===== config.mk =====
export PLATFORM = sky130hd
export DESIGN_NAME = chip_link_tx
export DESIGN_NICKNAME = d
export VERILOG_FILES = /design/src/rtl/pcss_chip_pkg.sv /design/src/rtl/chip_tx_fifo.sv /design/src/rtl/chip_link_tx.sv
export SDC_FILE = /design/constraint.sdc
export NUM_CORES = 1
export LEC_CHECK = 0
export CORE_MARGIN = 2
export CORE_UTILIZATION = 44
export CTS_BUF_LIST = sky130_fd_sc_hd__clkbuf_2
export CTS_CLUSTER_SIZE = 8
export DETAILED_ROUTE_END_ITERATION = 8
export MAX_ROUTING_LAYER = met4
export SLEW_MARGIN = 20
export SYNTH_ARGS = -nofsm -noshare
export SYNTH_HDL_FRONTEND = slang
export SYNTH_SLANG_ARGS = --single-unit

===== constraint.sdc =====
create_clock -name clk -period 5.7 [get_ports clk]
set_input_delay 0.57 -clock clk [delete_from_list [all_inputs] [get_ports clk]]
set_output_delay 0.57 -clock clk [all_outputs]
set_load 0.01 [all_outputs]

===== src/rtl/pcss_chip_pkg.sv =====
// Shared types and width helpers for the off-chip link (tx and future rx side).
package pcss_chip_pkg;

    // Ceiling log2, never less than 1 so it can always size a vector.
    function automatic int clog2(input int n);
        int r;
        r = 0;
        while ((1 << r) < n) r++;
        return (r < 1) ? 1 : r;
    endfunction

    function automatic int calc_dw(input int fw, input int connect);
        return fw + clog2(connect);
    endfunction

    function automatic int calc_nbeat(input int dw, input int beat_w);
        return (dw + beat_w - 1) / beat_w;
    endfunction

    localparam int FW_DEFAULT             = 59;
    localparam int CONNECT_DEFAULT        = 2;
    localparam int CHIPDATA_WIDTH_DEFAULT = 16;

    localparam int DW    = calc_dw(FW_DEFAULT, CONNECT_DEFAULT);
    localparam int NBEAT = calc_nbeat(DW, CHIPDATA_WIDTH_DEFAULT);

    typedef enum logic [0:0] {
        IDLE = 1'b0,
        SEND = 1'b1
    } tx_state_e;

endpackage


===== src/rtl/chip_tx_fifo.sv =====
// Synchronous flit FIFO with registered full flag; a write while full is dropped,
// a read while empty is ignored, and read+write together keeps the count.
module chip_tx_fifo
    import pcss_chip_pkg::*;
#(
    parameter int WIDTH = 60,
    parameter int DEPTH = 4
) (
    input  logic                        clk,
    input  logic                        rst_n,
    input  logic                        wr_en,
    input  logic [WIDTH-1:0]            wr_data,
    input  logic                        rd_en,
    output logic [WIDTH-1:0]            rd_data,
    output logic                        full,
    output logic                        empty,
    output logic [clog2(DEPTH+1)-1:0]   count
);

    localparam int AW   = clog2(DEPTH);
    localparam int CNTW = clog2(DEPTH+1);

    logic [WIDTH-1:0] mem_q [DEPTH];
    logic [AW-1:0]    wr_ptr_q, wr_ptr_d;
    logic [AW-1:0]    rd_ptr_q, rd_ptr_d;
    logic [CNTW-1:0]  count_q, count_d;
    logic             full_q, full_d;
    logic             wr_ok, rd_ok;

    always_comb begin
        wr_ok    = wr_en && !full_q;
        rd_ok    = rd_en && (count_q != '0);
        wr_ptr_d = wr_ok ? wr_ptr_q + AW'(1) : wr_ptr_q;
        rd_ptr_d = rd_ok ? rd_ptr_q + AW'(1) : rd_ptr_q;
        count_d  = count_q + CNTW'(wr_ok) - CNTW'(rd_ok);
        full_d   = (count_d == CNTW'(DEPTH));
    end

    always_ff @(posedge clk or negedge rst_n) begin
        if (!rst_n) begin
            wr_ptr_q <= '0;
            rd_ptr_q <= '0;
            count_q  <= '0;
            full_q   <= 1'b0;
        end else begin
            wr_ptr_q <= wr_ptr_d;
            rd_ptr_q <= rd_ptr_d;
            count_q  <= count_d;
            full_q   <= full_d;
        end
    end

    // Storage carries no reset; validity is tracked by the pointers alone.
    always_ff @(posedge clk) begin
        if (wr_ok) mem_q[wr_ptr_q] <= wr_data;
    end

    assign rd_data = mem_q[rd_ptr_q];
    assign full    = full_q;
    assign empty   = (count_q == '0);
    assign count   = count_q;

endmodule


===== src/rtl/chip_link_tx.sv =====
// Off-chip link transmitter: buffers tagged flits, serializes them LSB beat first with
// per-beat parity, and replays a flit on far-end parity error. PCSS_CHIP_ODD_PARITY_EN selects odd parity.
module chip_link_tx
    import pcss_chip_pkg::*;
#(
    parameter int FW             = 59,
    parameter int CONNECT        = 2,
    parameter int CHIPDATA_WIDTH = 16,
    parameter int FIFO_DEPTH     = 4,
    parameter int MAX_RETRY      = 3
) (
    input  logic                          clk,
    input  logic                          rst_n,
    input  logic                          data_out_wr,
    input  logic [FW+clog2(CONNECT)-1:0]  data_out,
    output logic                          send_fifo_full,
    output logic [CHIPDATA_WIDTH-1:0]     send_data_out,
    output logic                          send_data_valid,
    output logic                          send_data_par,
    input  logic                          send_data_ready,
    input  logic                          send_data_err,
    output logic                          drop_pulse,
    output logic                          busy
);

    localparam int FLIT_W   = calc_dw(FW, CONNECT);
    localparam int NUM_BEAT = calc_nbeat(FLIT_W, CHIPDATA_WIDTH);
    localparam int PAD_W    = NUM_BEAT * CHIPDATA_WIDTH;
    localparam int BCW      = clog2(NUM_BEAT);
    localparam int RCW      = clog2(MAX_RETRY+1);
    localparam int FCW      = clog2(FIFO_DEPTH+1);

    logic              fifo_rd;
    logic              fifo_empty;
    logic [FLIT_W-1:0] fifo_head;
    logic [FCW-1:0]    fifo_count;

    chip_tx_fifo #(
        .WIDTH (FLIT_W),
        .DEPTH (FIFO_DEPTH)
    ) u_fifo (
        .clk     (clk),
        .rst_n   (rst_n),
        .wr_en   (data_out_wr),
        .wr_data (data_out),
        .rd_en   (fifo_rd),
        .rd_data (fifo_head),
        .full    (send_fifo_full),
        .empty   (fifo_empty),
        .count   (fifo_count)
    );

    tx_state_e         state_q, state_d;
    logic [BCW-1:0]    beat_cnt_q, beat_cnt_d;
    logic [RCW-1:0]    retry_cnt_q, retry_cnt_d;
    logic [FLIT_W-1:0] flit_q, flit_d;
    logic              drop_q, drop_d;
    logic              handshake;
    logic              last_beat;
    logic              flit_end;

    always_comb begin
        state_d     = state_q;
        beat_cnt_d  = beat_cnt_q;
        retry_cnt_d = retry_cnt_q;
        flit_d      = flit_q;
        drop_d      = 1'b0;
        fifo_rd     = 1'b0;
        flit_end    = 1'b0;
        handshake   = (state_q == SEND) && send_data_ready;
        last_beat   = (beat_cnt_q == BCW'(NUM_BEAT-1));

        case (state_q)
            IDLE: begin
                if (!fifo_empty) begin
                    fifo_rd     = 1'b1;
                    flit_d      = fifo_head;
                    beat_cnt_d  = '0;
                    retry_cnt_d = '0;
                    state_d     = SEND;
                end
            end
            SEND: begin
                if (handshake) begin
                    if (send_data_err) begin
                        if (retry_cnt_q < RCW'(MAX_RETRY)) begin
                            retry_cnt_d = retry_cnt_q + RCW'(1);
                            beat_cnt_d  = '0;
                        end else begin
                            drop_d   = 1'b1;
                            flit_end = 1'b1;
                        end
                    end else if (last_beat) begin
                        flit_end = 1'b1;
                    end else begin
                        beat_cnt_d = beat_cnt_q + BCW'(1);
                    end

                    // Finished or dropped: chain straight into the next flit when one is waiting.
                    if (flit_end) begin
                        retry_cnt_d = '0;
                        beat_cnt_d  = '0;
                        if (!fifo_empty) begin
                            fifo_rd = 1'b1;
                            flit_d  = fifo_head;
                        end else begin
                            state_d = IDLE;
                        end
                    end
                end
            end
            default: state_d = IDLE;
        endcase
    end

    always_ff @(posedge clk or negedge rst_n) begin
        if (!rst_n) begin
            state_q     <= IDLE;
            beat_cnt_q  <= '0;
            retry_cnt_q <= '0;
            drop_q      <= 1'b0;
        end else begin
            state_q     <= state_d;
            beat_cnt_q  <= beat_cnt_d;
            retry_cnt_q <= retry_cnt_d;
            drop_q      <= drop_d;
        end
    end

    always_ff @(posedge clk) begin
        flit_q <= flit_d;
    end

    logic [PAD_W-1:0] flit_pad;
    logic             beat_par;

    // Zero-extend so the unused top bits of the last beat go out as 0.
    always_comb begin
        flit_pad               = '0;
        flit_pad[FLIT_W-1:0]   = flit_q;
    end

    assign send_data_valid = (state_q == SEND);
    assign send_data_out   = send_data_valid ?
                             flit_pad[beat_cnt_q*CHIPDATA_WIDTH +: CHIPDATA_WIDTH] : '0;

`ifdef PCSS_CHIP_ODD_PARITY_EN
    assign beat_par = ~^send_data_out;
`else
    assign beat_par = ^send_data_out;
`endif

    assign send_data_par = send_data_valid & beat_par;
    assign drop_pulse    = drop_q;
    assign busy          = (fifo_count != '0) || (state_q == SEND);

endmodule


==> impl_results.md <==
- Post-synthesis xor/xnor area fraction: 1.65%
- Number of max-cap violations: 0
- CP bufs+invs: 1
- FP Rows: 59
- CP arrival: 4260 ps
- Die Wd: 168 um
- Post-Synthesis Cells: 505
- Global route overflow: 0
- H-tree levels: 3
- Root buf cell: clkbuf_2
- Min Hold Slack: 138 ps
- Initial antenna violation count: 1
- Core area: 26200 sq um
- Cell mode on critical path: xnor2_1
- Largest family of logic cells by synthesized area: multiplexers
- Post-route DRC: 0
- Worst setup path endpoint: send_data_par
- Post-CTS Setup Bufs: 0
- Clock transition at the registers of the reported paths: 100 ps
- WL final: 21900 um
- Fin. Hold Viols: 0
- ANT nets after route: 0
- GPL Wtd Cong: 0.733
- Commonest non-fill, non-tap cell in the layout: edfxtp_1
- Post-synthesis adder-cell area fraction: 1.02%
- FF-to-FF End: u_fifo.full
- Worst r2r src: beat_cnt_q[0]
- Die Y: 168 um
- Share of cells above drive strength 1: 28.8%
- Largest net degree at the start of global routing: 62
- Crit share post-route: 84.8%
- Cell Area, Synth: 11800 sq um
- Ports: 86
- WP depth: 7
- Worst Hold Class: primary input to asynchronous set/reset pin
- Leakage: 0.00462 uW
- WL/cell: 20.9 um
- Mux cell area share after synthesis: 14.3%
- CTS tree: built
- Nets: 732
- Total track usage: 16.6%
- Vias: 5486
- Crit Path Class: flop to primary output
- Slew @ Worst Pin: 1010 ps
- R2R depth: 10
- CTS Hold Bufs: 0
- FF+latch count, synth: 314
- FMAX: 207 MHz
- Max-slew violations: 0
- Max VDD drop: 0.196 mV
- Max clock buf depth: 3
- Worst Setup SP: beat_cnt_q[0]
- Die Area: 28200 sq um
- CP startpoint kind: flop
- Worst skew pair latency: 850 ps
- Period minus WS final: 4830 ps
- Simple-gate share of the synthesized area: 1.95%
- Setup-failing EPs final: 0
- CP cell instances: mux4_1 -> xor2_1 -> xnor2_1 -> xnor2_1 -> xnor3_1 -> nor2_1 -> clkdlybuf4s50_1
- Worst Setup End Kind: primary output
- CTS resizes: 0
- Max FO, Critical Path: 21
- Setup TNS Final: 0 ps
- Drt pass-1 iters: 4
- Initial Utilization: 45.0%
- Mean Syn Cell Area: 23.4 sq um
- PwrDens: 468 nW/um^2
- Final worst slack: 867 ps
- Dpl ws: 1570 ps
- Sequential area share after synthesis: 79.3%
- CTS Buf Count: 80
- Commonest non-fill, non-tap cells in the layout: 300 x edfxtp_1, 113 x clkbuf_2, 85 x clkdlybuf4s50_1
- Clock skew: 74.8 ps
- Area Overhead vs Synth: 17.0%
- Warnings from Yosys: 0
- Number of distinct library cells after synthesis: 31
- CP max-delay cell: dfrtp_1
- Vias per cell: 5.23
- Headroom to the max-slew limit: 32.4%
- RSZ-0062 raised after global routing: no
- Compound-cell area share of the yosys netlist: 0.689%
- CP required: 5130 ps
- Final HPWL from detailed placement: 12500 um
- Starting DRT DRC Count: 351
- Nets in the synthesized netlist: 579
- First-pass GRT wire length: 33800 um
- Reg2Reg Setup Slack: 2480 ps
- Total clock sinks: 314
- Status: finished, final reports clean
- Port Buffers: 85
- Cell family with most CP delay: XOR/XNOR gates
- CP max stage delay: 1020 ps
- Vias in the first global route: 6041
worst min path at each step:
stage | cells after the start | slack [ps] | startpoint | to
2_1_floorplan | 0 | 270 | rst_n | beat_cnt_q[0]
4_1_cts | 1 | 60 | rst_n | drop_pulse
6_report | 1 | 140 | rst_n | drop_pulse
3_3_place_gp | 2 | 500 | retry_cnt_q[1] | retry_cnt_q[1]
3_5_place_dp | 2 | 540 | retry_cnt_q[0] | retry_cnt_q[0]
5_1_grt | 1 | 110 | rst_n | drop_pulse
cell type report:
| class | count | area [sq um] |
|---|---|---|
| Fill cell | 2025 | 12400 |
| Sequential cell | 314 | 9360 |
| Multi-Input combinational cell | 160 | 2340 |
| Timing Repair Buffer | 92 | 903 |
| Clock buffer | 113 | 566 |
| Tap cell | 335 | 419 |
| Clock inverter | 23 | 180 |
| Inverter | 10 | 37.5 |
| Antenna cell | 1 | 2.50 |
synth_stat cells:
library cell,count,area share (%)
inv_1,10,0.32
xnor3_1,1,0.19
buf_1,3,0.095
nand2_1,11,0.35
fa_1,1,0.17
ha_1,8,0.85
xnor2_1,11,0.82
xor2_1,5,0.37
nand3_1,2,0.085
clkbuf_1,11,0.35
and2_1,20,1.1
mux2_2,1,0.095
o2bb2ai_1,3,0.22
mux2i_1,4,0.34
mux4_2,68,13
edfxtp_1,300,76
buf_6,1,0.095
nor3_1,1,0.042
o32ai_1,1,0.074
xnor2_2,2,0.28
nor2_1,3,0.095
mux4_1,4,0.89
o21ai_0,4,0.17
nand4b_1,1,0.074
dfrtp_1,14,3.0
nor3b_1,1,0.064
nor2b_1,2,0.11
a21oi_1,4,0.17
buf_2,6,0.25
nor4b_1,1,0.074
o22ai_1,1,0.053
where the power goes:
group,switching (uW),internal (uW)
logic,810,871
registers,199,3060
clock network,856,668
kinds of logic (layout without fill, tap and decap cells):
logic type	Yosys count	count (layout)
adder cells (fa/ha/maj)	9	9
flip-flops	314	314
AND/OR/NAND/NOR	42	42
multiplexers	77	77
AO/OA/AOI/OAI	13	13
other	0	1
XOR/XNOR	19	19
buffers and inverters	31	238
metrics by stage:
step,cells,total power [uW],cell area (sq um),util (%)
3_5_place_dp,911,5040,13100,49.8
3_3_place_gp,911,5000,13100,49.8
5_1_grt,1048,6820,13800,52.7
6_report,1048,6460,13800,52.7
2_1_floorplan,505,4400,11800,-
4_1_cts,1047,6580,13800,52.7
state kept, by name, indices dropped and copies added, names as in the netlist:
name / flops
retry_cnt_q: 2
send_data_valid: 1
flit_q: 60
u_fifo.mem_q: 240
u_fifo.wr_ptr_q: 2
beat_cnt_q: 2
u_fifo.count: 3
u_fifo.rd_ptr_q: 2
drop_pulse: 1
u_fifo.full: 1
layer usage:
metal	GRT usage (%)	part of all wire (%)
met1	20.7	43
met2	26.2	50
met3	3.93	4.7
met4	7.45	2.2
met5	-	0
(Power assumes the default switching activity.)
